===== src/rtl/ans_delay_generator_pkg.sv =====
// Shared definitions for the answer-delay generator: FSM state encoding,
// default timing limits and counter slot indices.
package ans_delay_generator_pkg;

  typedef enum logic [2:0] {
    ST_IDLE      = 3'd0,
    ST_GAP       = 3'd1,
    ST_DELAY     = 3'd2,
    ST_WAIT_DATA = 3'd3,
    ST_SEND      = 3'd4
  } state_e;

  // Default limits, all expressed in time-base ticks.
  localparam logic [15:0] DEF_GAP_TICKS    = 16'd35;
  localparam logic [15:0] DEF_MAX_DLY_TIME = 16'd999;
  localparam logic [15:0] DEF_MAX_WAIT     = 16'd9999;

  // Saturation ceiling of every 16-bit counter.
  localparam logic [15:0] CNT_MAX = 16'hFFFF;

  // Slot indices of the three tick counters in the top level.
  localparam int CNT_GAP  = 0;
  localparam int CNT_DLY  = 1;
  localparam int CNT_WAIT = 2;
  localparam int NUM_CNT  = 3;

  // Clamp a requested value to an upper limit.
  function automatic logic [15:0] clamp_u16(input logic [15:0] val,
                                            input logic [15:0] lim);
    return (val > lim) ? lim : val;
  endfunction

endpackage


===== src/rtl/ans_delay_generator_tick_counter.sv =====
// Saturating 16-bit tick counter with synchronous clear.
// Clear has priority over the tick enable; the count sticks at all-ones.
module ans_delay_generator_tick_counter
  import ans_delay_generator_pkg::*;
(
  input  logic        clk,
  input  logic        rst,
  input  logic        clr_i,
  input  logic        tick_i,
  output logic [15:0] cnt_o
);

  logic [15:0] cnt_q;
  logic [15:0] cnt_d;

  // Next count: clear, saturating increment on tick, or hold.
  always_comb begin
    cnt_d = cnt_q;
    if (clr_i) begin
      cnt_d = '0;
    end else if (tick_i && (cnt_q != CNT_MAX)) begin
      cnt_d = cnt_q + 16'd1;
    end
  end

  // Count register.
  always_ff @(posedge clk or negedge rst) begin
    if (!rst) begin
      cnt_q <= '0;
    end else begin
      cnt_q <= cnt_d;
    end
  end

  assign cnt_o = cnt_q;

endmodule


===== src/rtl/ans_delay_generator.sv =====
// Answer-delay generator: detects end of a received frame by inter-byte
// silence, waits a programmed (clamped) delay, then commands the tx core
// to start once response data is present, with a watchdog on the data.
module ans_delay_generator
  import ans_delay_generator_pkg::*;
#(
  parameter logic [15:0] GAP_TICKS    = DEF_GAP_TICKS,
  parameter logic [15:0] MAX_DLY_TIME = DEF_MAX_DLY_TIME,
  parameter logic [15:0] MAX_WAIT     = DEF_MAX_WAIT
) (
  input  logic        clk,
  input  logic        rst,
  input  logic        p_sig_10MHz_i,
  input  logic        p_DataReceived_i,
  input  logic [15:0] dly_set_i,
  input  logic        p_tx_ready_i,
  input  logic        p_SendFinished_i,
  input  logic        n_clr_i,
  output logic        p_tx_start_o,
  output logic        p_busy_o,
  output logic        p_timeout_o,
  output logic [15:0] actual_dly_o
);

  state_e      state_q, state_d;
  logic        start_q, start_d;
  logic        timeout_q, timeout_d;
  logic [15:0] actual_q, actual_d;
  logic [15:0] target_q, target_d;

  logic [NUM_CNT-1:0] cnt_clr;
  logic [NUM_CNT-1:0] cnt_tick;
  logic [15:0]        cnt_val [NUM_CNT];

  logic [15:0] gap_cnt;
  logic [15:0] dly_cnt;
  logic [15:0] wait_cnt;
  logic        gap_done;
  logic        wait_done;

  // Counters are held at zero outside the states that use them, so each
  // starts from zero on entry without an explicit load.
  always_comb begin
    cnt_clr[CNT_GAP]  = !n_clr_i || (state_q != ST_GAP) || p_DataReceived_i;
    cnt_clr[CNT_DLY]  = !n_clr_i ||
                        !((state_q == ST_DELAY) || (state_q == ST_WAIT_DATA));
    cnt_clr[CNT_WAIT] = !n_clr_i || (state_q != ST_WAIT_DATA);
    cnt_tick          = {NUM_CNT{p_sig_10MHz_i}};
  end

  generate
    for (genvar gi = 0; gi < NUM_CNT; gi++) begin : g_cnt
      ans_delay_generator_tick_counter u_cnt (
        .clk    (clk),
        .rst    (rst),
        .clr_i  (cnt_clr[gi]),
        .tick_i (cnt_tick[gi]),
        .cnt_o  (cnt_val[gi])
      );
    end
  endgenerate

  assign gap_cnt  = cnt_val[CNT_GAP];
  assign dly_cnt  = cnt_val[CNT_DLY];
  assign wait_cnt = cnt_val[CNT_WAIT];

  // The current tick completes the silence / watchdog window (17-bit
  // compare so a zero limit cannot wrap).
  assign gap_done  = ({1'b0, gap_cnt} + 17'd1)  >= {1'b0, GAP_TICKS};
  assign wait_done = ({1'b0, wait_cnt} + 17'd1) >= {1'b0, MAX_WAIT};

  // Next-state, start pulse, timeout flag and delay capture.
  always_comb begin
    state_d   = state_q;
    start_d   = 1'b0;
    timeout_d = timeout_q;
    actual_d  = actual_q;
    target_d  = target_q;

    case (state_q)
      ST_IDLE: begin
        if (p_DataReceived_i) begin
          state_d = ST_GAP;
        end
      end
      ST_GAP: begin
        // A byte in the same clk as a tick restarts the silence window.
        if (!p_DataReceived_i && p_sig_10MHz_i && gap_done) begin
          state_d  = ST_DELAY;
          target_d = clamp_u16(dly_set_i, MAX_DLY_TIME);
        end
      end
      ST_DELAY: begin
        // A late byte means the frame was not over after all.
        if (p_DataReceived_i) begin
          state_d = ST_GAP;
        end else if (dly_cnt >= target_q) begin
          if (p_tx_ready_i) begin
            start_d  = 1'b1;
            actual_d = dly_cnt;
            state_d  = ST_SEND;
          end else begin
            state_d = ST_WAIT_DATA;
          end
        end
      end
      ST_WAIT_DATA: begin
        // Data arriving in the same clk as the watchdog limit still wins.
        if (p_tx_ready_i) begin
          start_d  = 1'b1;
          actual_d = dly_cnt;
          state_d  = ST_SEND;
        end else if (p_sig_10MHz_i && wait_done) begin
          timeout_d = 1'b1;
          state_d   = ST_IDLE;
        end
      end
      ST_SEND: begin
        if (p_SendFinished_i) begin
          state_d = ST_IDLE;
        end
      end
      default: begin
        state_d = ST_IDLE;
      end
    endcase

    // Abort: back to idle with no start; the last measured delay is kept.
    if (!n_clr_i) begin
      state_d   = ST_IDLE;
      start_d   = 1'b0;
      timeout_d = 1'b0;
      actual_d  = actual_q;
    end
  end

  // Control registers.
  always_ff @(posedge clk or negedge rst) begin
    if (!rst) begin
      state_q   <= ST_IDLE;
      start_q   <= 1'b0;
      timeout_q <= 1'b0;
      actual_q  <= '0;
      target_q  <= '0;
    end else begin
      state_q   <= state_d;
      start_q   <= start_d;
      timeout_q <= timeout_d;
      actual_q  <= actual_d;
      target_q  <= target_d;
    end
  end

  assign p_tx_start_o = start_q;
  assign p_busy_o     = (state_q != ST_IDLE);
  assign p_timeout_o  = timeout_q;
  assign actual_dly_o = actual_q;

endmodule


===== config.mk =====
export PLATFORM = sky130hd
export DESIGN_NAME = ans_delay_generator
export DESIGN_NICKNAME = d
export VERILOG_FILES = /design/src/rtl/ans_delay_generator_pkg.sv /design/src/rtl/ans_delay_generator_tick_counter.sv /design/src/rtl/ans_delay_generator.sv
export SDC_FILE = /design/constraint.sdc
export NUM_CORES = 1
export LEC_CHECK = 0
export BUFFER_PORTS_ARGS = -buffer_cell sky130_fd_sc_hd__clkbuf_2
export CORE_AREA = 2 2 102 104
export DETAILED_ROUTE_END_ITERATION = 8
export DIE_AREA = 0 0 104 106
export PLACE_DENSITY = 0.76
export SLEW_MARGIN = 10
export SYNTH_ARGS = -nofsm -noshare
export SYNTH_HDL_FRONTEND = slang
export SYNTH_SLANG_ARGS = --single-unit

===== constraint.sdc =====
create_clock -name clk -period 7.9 [get_ports clk]
set_input_delay 1.58 -clock clk [delete_from_list [all_inputs] [get_ports clk]]
set_output_delay 1.58 -clock clk [all_outputs]
set_load 0.01 [all_outputs]

* Yosys cells after proc, flatten, opt, wreduce, memory -nomap -nowiden
Index checks and enable logic that the tools add are counted.
** Word-level totals
- Register bits after elaboration :: 85
- Input bits :: 23
- Output and inout port bits :: 19
- Logic and storage cells :: 90
** Operators by class
- Add/sub/neg operators :: 5
- Order comparisons :: 4
- Equal/unequal tests :: 19
- Multiplexer cells :: 30
- Reduce and logical (&&, ||, !) cells :: 24
** Operators with widths (number)
- 2-to-1 mux 16 bit :: 10
- adder 16 x 1 -> 16 bit (second input constant) :: 3
- inequality test 16 bit (second input constant) :: 3
- adder 16 x 1 -> 17 bit (second input constant) :: 2
- one-hot mux 16 bit (2 select lines) :: 1
- 2-to-1 mux 3 bit :: 9
- >= comparator 17 x 14 -> 1 bit (second input constant) :: 1
- >= comparator 17 x 6 -> 1 bit (second input constant) :: 1
- >= comparator 16 bit :: 1
- greater-than comparator 16 x 10 -> 1 bit (second input constant) :: 1
- one-hot mux 3 bit (5 select lines) :: 1
- inequality test 3 bit (second input constant) :: 3
- 2-to-1 mux 1 bit :: 8
- inequality test 4 x 3 -> 1 bit (second input constant) :: 2
- nonzero test 2 bit :: 4
- equality test 3 x 2 -> 1 bit (second input constant) :: 2
- logical AND 1 bit :: 6
- inequality test 2 x 1 -> 1 bit (second input constant) :: 3
- logical OR 1 bit :: 5
- AND reduction 5 bit :: 1
- inequality test 2 bit (second input constant) :: 2
- AND reduction 4 bit :: 1
- equality test 3 x 1 -> 1 bit (second input constant) :: 1
- equality test 3 bit (second input constant) :: 1
- other kinds (8) :: 10

* Logic depth before layout (Yosys ltp)
- Word-level depth :: 7
- Depth in mapped cells :: 11
- Mapped depth without buffers :: 10

* Cells and area by module
A second synthesis with hierarchy kept.
** Unflattened totals
- Cells, all modules :: 581
- Area, all modules :: 5501.5 um^2
** Modules (own cells, without submodules)
- ans_delay_generator_tick_counter :: instances 3, cells an instance 98, area an instance 942.2 um^2, sequential area each 400.4 um^2
- ans_delay_generator :: instances 1, cells an instance 287, area an instance 2675.1 um^2, sequential area each 925.9 um^2

* Worst setup path before layout
No wires, ideal clock.
- Path type :: input to register
- From :: input port n_clr_i
- To :: register state_q[0]
- Setup time :: 0.128 ns
- Data arrival time :: 2.841 ns
- Data required time :: 7.772 ns
- Setup slack :: 4.931 ns
- Cell stages on the path :: 6
- Path buffers :: 1
- Cell sequence :: inv_1 -> or3_1 -> clkbuf_1 -> o41ai_1 -> a221oi_2 -> mux2_1
** Between the ends
- Cells in the longest elaborated chain, start to end :: 2
- Elaborated cells on any way between the ends :: 7
- Classes of those cells :: 5 x eq/ne; 1 x mux; 1 x reduce/logical
** RTL lines
- start, declared :: line ans_delay_generator.sv:18 : input logic n_clr_i,
- inequality test 4 x 3 -> 1 bit (no line) / inequality test 3 bit (equally long branches)
- AND reduction 5 bit (no line)
- end signal, assigned :: line ans_delay_generator.sv:146 : state_q <= state_d;
- end, declared :: line ans_delay_generator.sv:25 : state_e state_q, state_d;
Parallel ways exist; a longest one is shown, timed or not.
A chain may end at the register's enable or synchronous reset.

* Final worst setup path
Ends and elaborated chain as after synthesis.

==> run_results.csv <==
group,metric,value,unit
synth,ys_top_cells_by_count,"dfrtp_1 (85), nor2_1 (72), nand2_1 (42)",
clock_network,cts_sinks,85,
detailed_routing,first_iter_violations,143,
sta,worst_pin_slew,1050,ps
power_and_ir_drop,ir_drop,0.0883,mV
sta,setup_viol,0,
synth,synth_warnings,0,
detailed_routing,wl,9770,um
sta,slew_viol_final,0,
floorplanning,io_pins,42,
place,place.gp.congestion,0.867,
sta,fin_crit_sh,38.3,%
clock_network,cts_hold_buf,0,
grt,antenna_found_initial,0,
layout,antennaDiodeCount,0,
place,hpwl,6890,um
layout,layout.cells.non_filler,683,
synth,synthFlopType,"dfrtp_1",
clock_network,cts_max_level,3,
setup_path,r2r-start,"g_cnt[1].u_cnt.cnt_o[9]$_DFFE_PN0P_",
setup_path,r2r_cells,9,
synth,synth.ff_latch_count,85,
clock_network,cts_resized,0,
clock_network,numCtsBuffers,9,
detailed_routing,avgViaCountPerCell,5.49,
setup_path,crit_chain,"clkbuf_2 > inv_1 > or3_1 > o41ai_1 > a221oi_2 > mux2_1",
setup_path,worstPathMaxFanout,17,
clock_network,clockBufferDepth,2,
clock_network,cts_root_buf,"clkbuf_8",
floorplanning,num_rows,37,
sta,relSlewSlack,30.2,%
place,port_buffers,41,
sta,rsz0062_at_grt,"no",
layout,area_delta_synth_final,11.2,%
detailed_routing,vias,3752,
grt,grt_pass1_wl,17000,um
floorplanning,start_util,48.2,%
power_and_ir_drop,leakagePower,2.43,nW
synth,synth-async-reset-ratio,100,%
flow_run,cap_viol_max_count,0,
floorplanning,fp.coreArea,10000,um^2
synth,ys_top_cells_by_area,"dfrtp_1 (44%), xor2_1 (5.8%), nor2_1 (5.6%), ha_1 (5.5%), mux2_2 (3.7%)",
grt,first_global_vias,3620,
synth,synth.largest_area_cell,"dfrtp_1",
grt,overflow,0,
synth,synth_top_area_share,44.2,%
sta,hold_viol,0,
setup_path,path_buf_inv,2,
detailed_routing,drtPass1Iterations,4,
clock_network,insertion_delay,350,ps
synth,syn-cell-area,4820,um^2
setup_path,r2r-end,"actual_dly_o[2]$_DFFE_PN0P_",
setup_path,critical-path-max-stage-delay,560,ps
detailed_routing,ant_nets,0,
setup_path,critical_path_class,"in -> reg",
grt,grt_max_degree,86,
synth,synth_edf_count,0,
worst_hold_path,holdPathEnd,"target_q[14]$_DFFE_PN0P_",
layout,nets,588,
detailed_routing,drc,0,
place,placed_cells,669,
grt,grt.total_usage,18.8,%
floorplanning,die_y,106,um
setup_path,crit_path_end_kind,"register",
detailed_routing,routedWlPerCell,14.3,um
setup_path,cp.required,8130,ps
synth,ys_seq_area_share,44.2,%
sta,fin_crit,3020,ps
setup_path,crit_family,"compound AO/OA/AOI/OAI gates",
clock_network,clk_pin_slew,80,ps
sta,skew,10.8,ps
clock_network,postCtsSetupBuffers,0,
power_and_ir_drop,total_power,0.000896,W
clock_network,cts_tree,"done",
sta,max_freq,331,MHz
floorplanning,dieArea,11000,um^2
sta,tns,0,ps
power_and_ir_drop,p_per_area,167,nW/um^2
synth,synth.net_count,549,
worst_hold_path,holdCritPathClass,"reg -> reg",
setup_path,critPathArrivalTime,3260,ps
setup_path,critical-path-slowest-cell,"or3_1",
worst_hold_path,hold_depth,2,
synth,syn_avg_cell_area,9.54,um^2
synth,ys_types,64,
outcome,status,"finished, final reports clean",
worst_hold_path,hp-start,"target_q[14]$_DFFE_PN0P_",
synth,synth.most_common_cell,"dfrtp_1",
setup_path,start_kind,"primary input",
setup_path,rrSetupSlack,4980,ps
synth,synthCells,505,
floorplanning,chipWidth,104,um
layout,drive_above_1_share,16.1,%
where the power goes:
part	switching [W]	internal, W
Sequential	0.0000111	0.000444
Clock	0.000149	0.000207
Combinational	0.0000536	0.0000303
Total	0.000214	0.000682
routing by layer:
layer	GRT usage [%]	vias to the layer above	wire length, um
met5	0	-	0
met1	25.8	1845	4660
met3	3.74	12	389
li1	-	1830	-
met2	30.1	65	4600
met4	6.37	0	131
layout by cell type (no fill, tap or decap), drive strengths merged, types with 3 or more instances in the layout:
cell,n
a211oi,4
a21o,5
a21oi,7
a31oi,6
and3,4
and4,6
buf,3
bufinv,3
clkbuf,50
dfrtp,85
ha,21
inv,35
mux2,18
nand2,42
nand2b,6
nand3,19
nand4,16
nor2,73
nor3,10
nor4,8
o21a,4
o21ai,30
o22ai,4
or3,7
xnor2,17
xor2,32
flip-flops by register name (all words and copies together) (netlist names):
signal / count
actual_dly_o: 16
g_cnt.u_cnt.cnt_o: 48
p_timeout_o: 1
p_tx_start_o: 1
state_q: 3
target_q: 16
per-stage QoR:
step           cell area, um^2  hold WS [ps]  setup slack, ps  util, %
6_report                  5360           504             4880     53.6
2_1_floorplan             4820           464             4930        -
5_1_grt                   5360           528             4800     53.6
3_3_place_gp              5120           477             4490     51.2
4_1_cts                   5350           501             4760     53.5
3_5_place_dp              5120           483             4370     51.2
worst max-delay path by stage:
stage                                           endpoint                                 from  slack (ps)  depth (start not counted)
global placement    g_cnt[2].u_cnt.cnt_o[12]$_DFFE_PN0P_                        p_sig_10MHz_i        4490                          6
CTS                 g_cnt[2].u_cnt.cnt_o[12]$_DFFE_PN0P_                        p_sig_10MHz_i        4760                          6
floorplan                         state_q[0]$_DFFE_PN0P_                              n_clr_i        4930                          6
finish                            state_q[0]$_DFFE_PN0P_                              n_clr_i        4880                          6
global route                 actual_dly_o[2]$_DFFE_PN0P_  g_cnt[1].u_cnt.cnt_o[9]$_DFFE_PN0P_        4800                          9
detailed placement  g_cnt[2].u_cnt.cnt_o[12]$_DFFE_PN0P_                        p_sig_10MHz_i        4370                          6
layout make-up:
cell class	count	area (um^2)
fillers	891	4640
clock inverters	4	98.8
flip-flops and latches	85	2130
repair buffers	43	223
inverters	35	131
well taps	136	170
multi-input cells	370	2480
clock buffers	10	128
worst register-to-register path, stage by stage, from the launching register on:
cell and delay, ps:
dfrtp_1 440, ha_1 310, a21o_1 170, a21o_1 170, a221o_1 290, a221oi_1 280
o21ai_1 150, a21o_1 210, nand3_2 380, mux2_2 400
cells by family (layout without fill, tap and decap cells):
family / count (synthesis) / in the layout / synth area share, %
compound gates: 78 / 78 / 11.1
simple gates: 203 / 203 / 21.4
fa+ha+maj: 21 / 21 / 5.45
buf+inv: 50 / 92 / 4.52
xor+xnor: 49 / 49 / 8.91
flops: 85 / 85 / 44.2
mux: 19 / 19 / 4.42
Power figures use the tool's default switching activity.
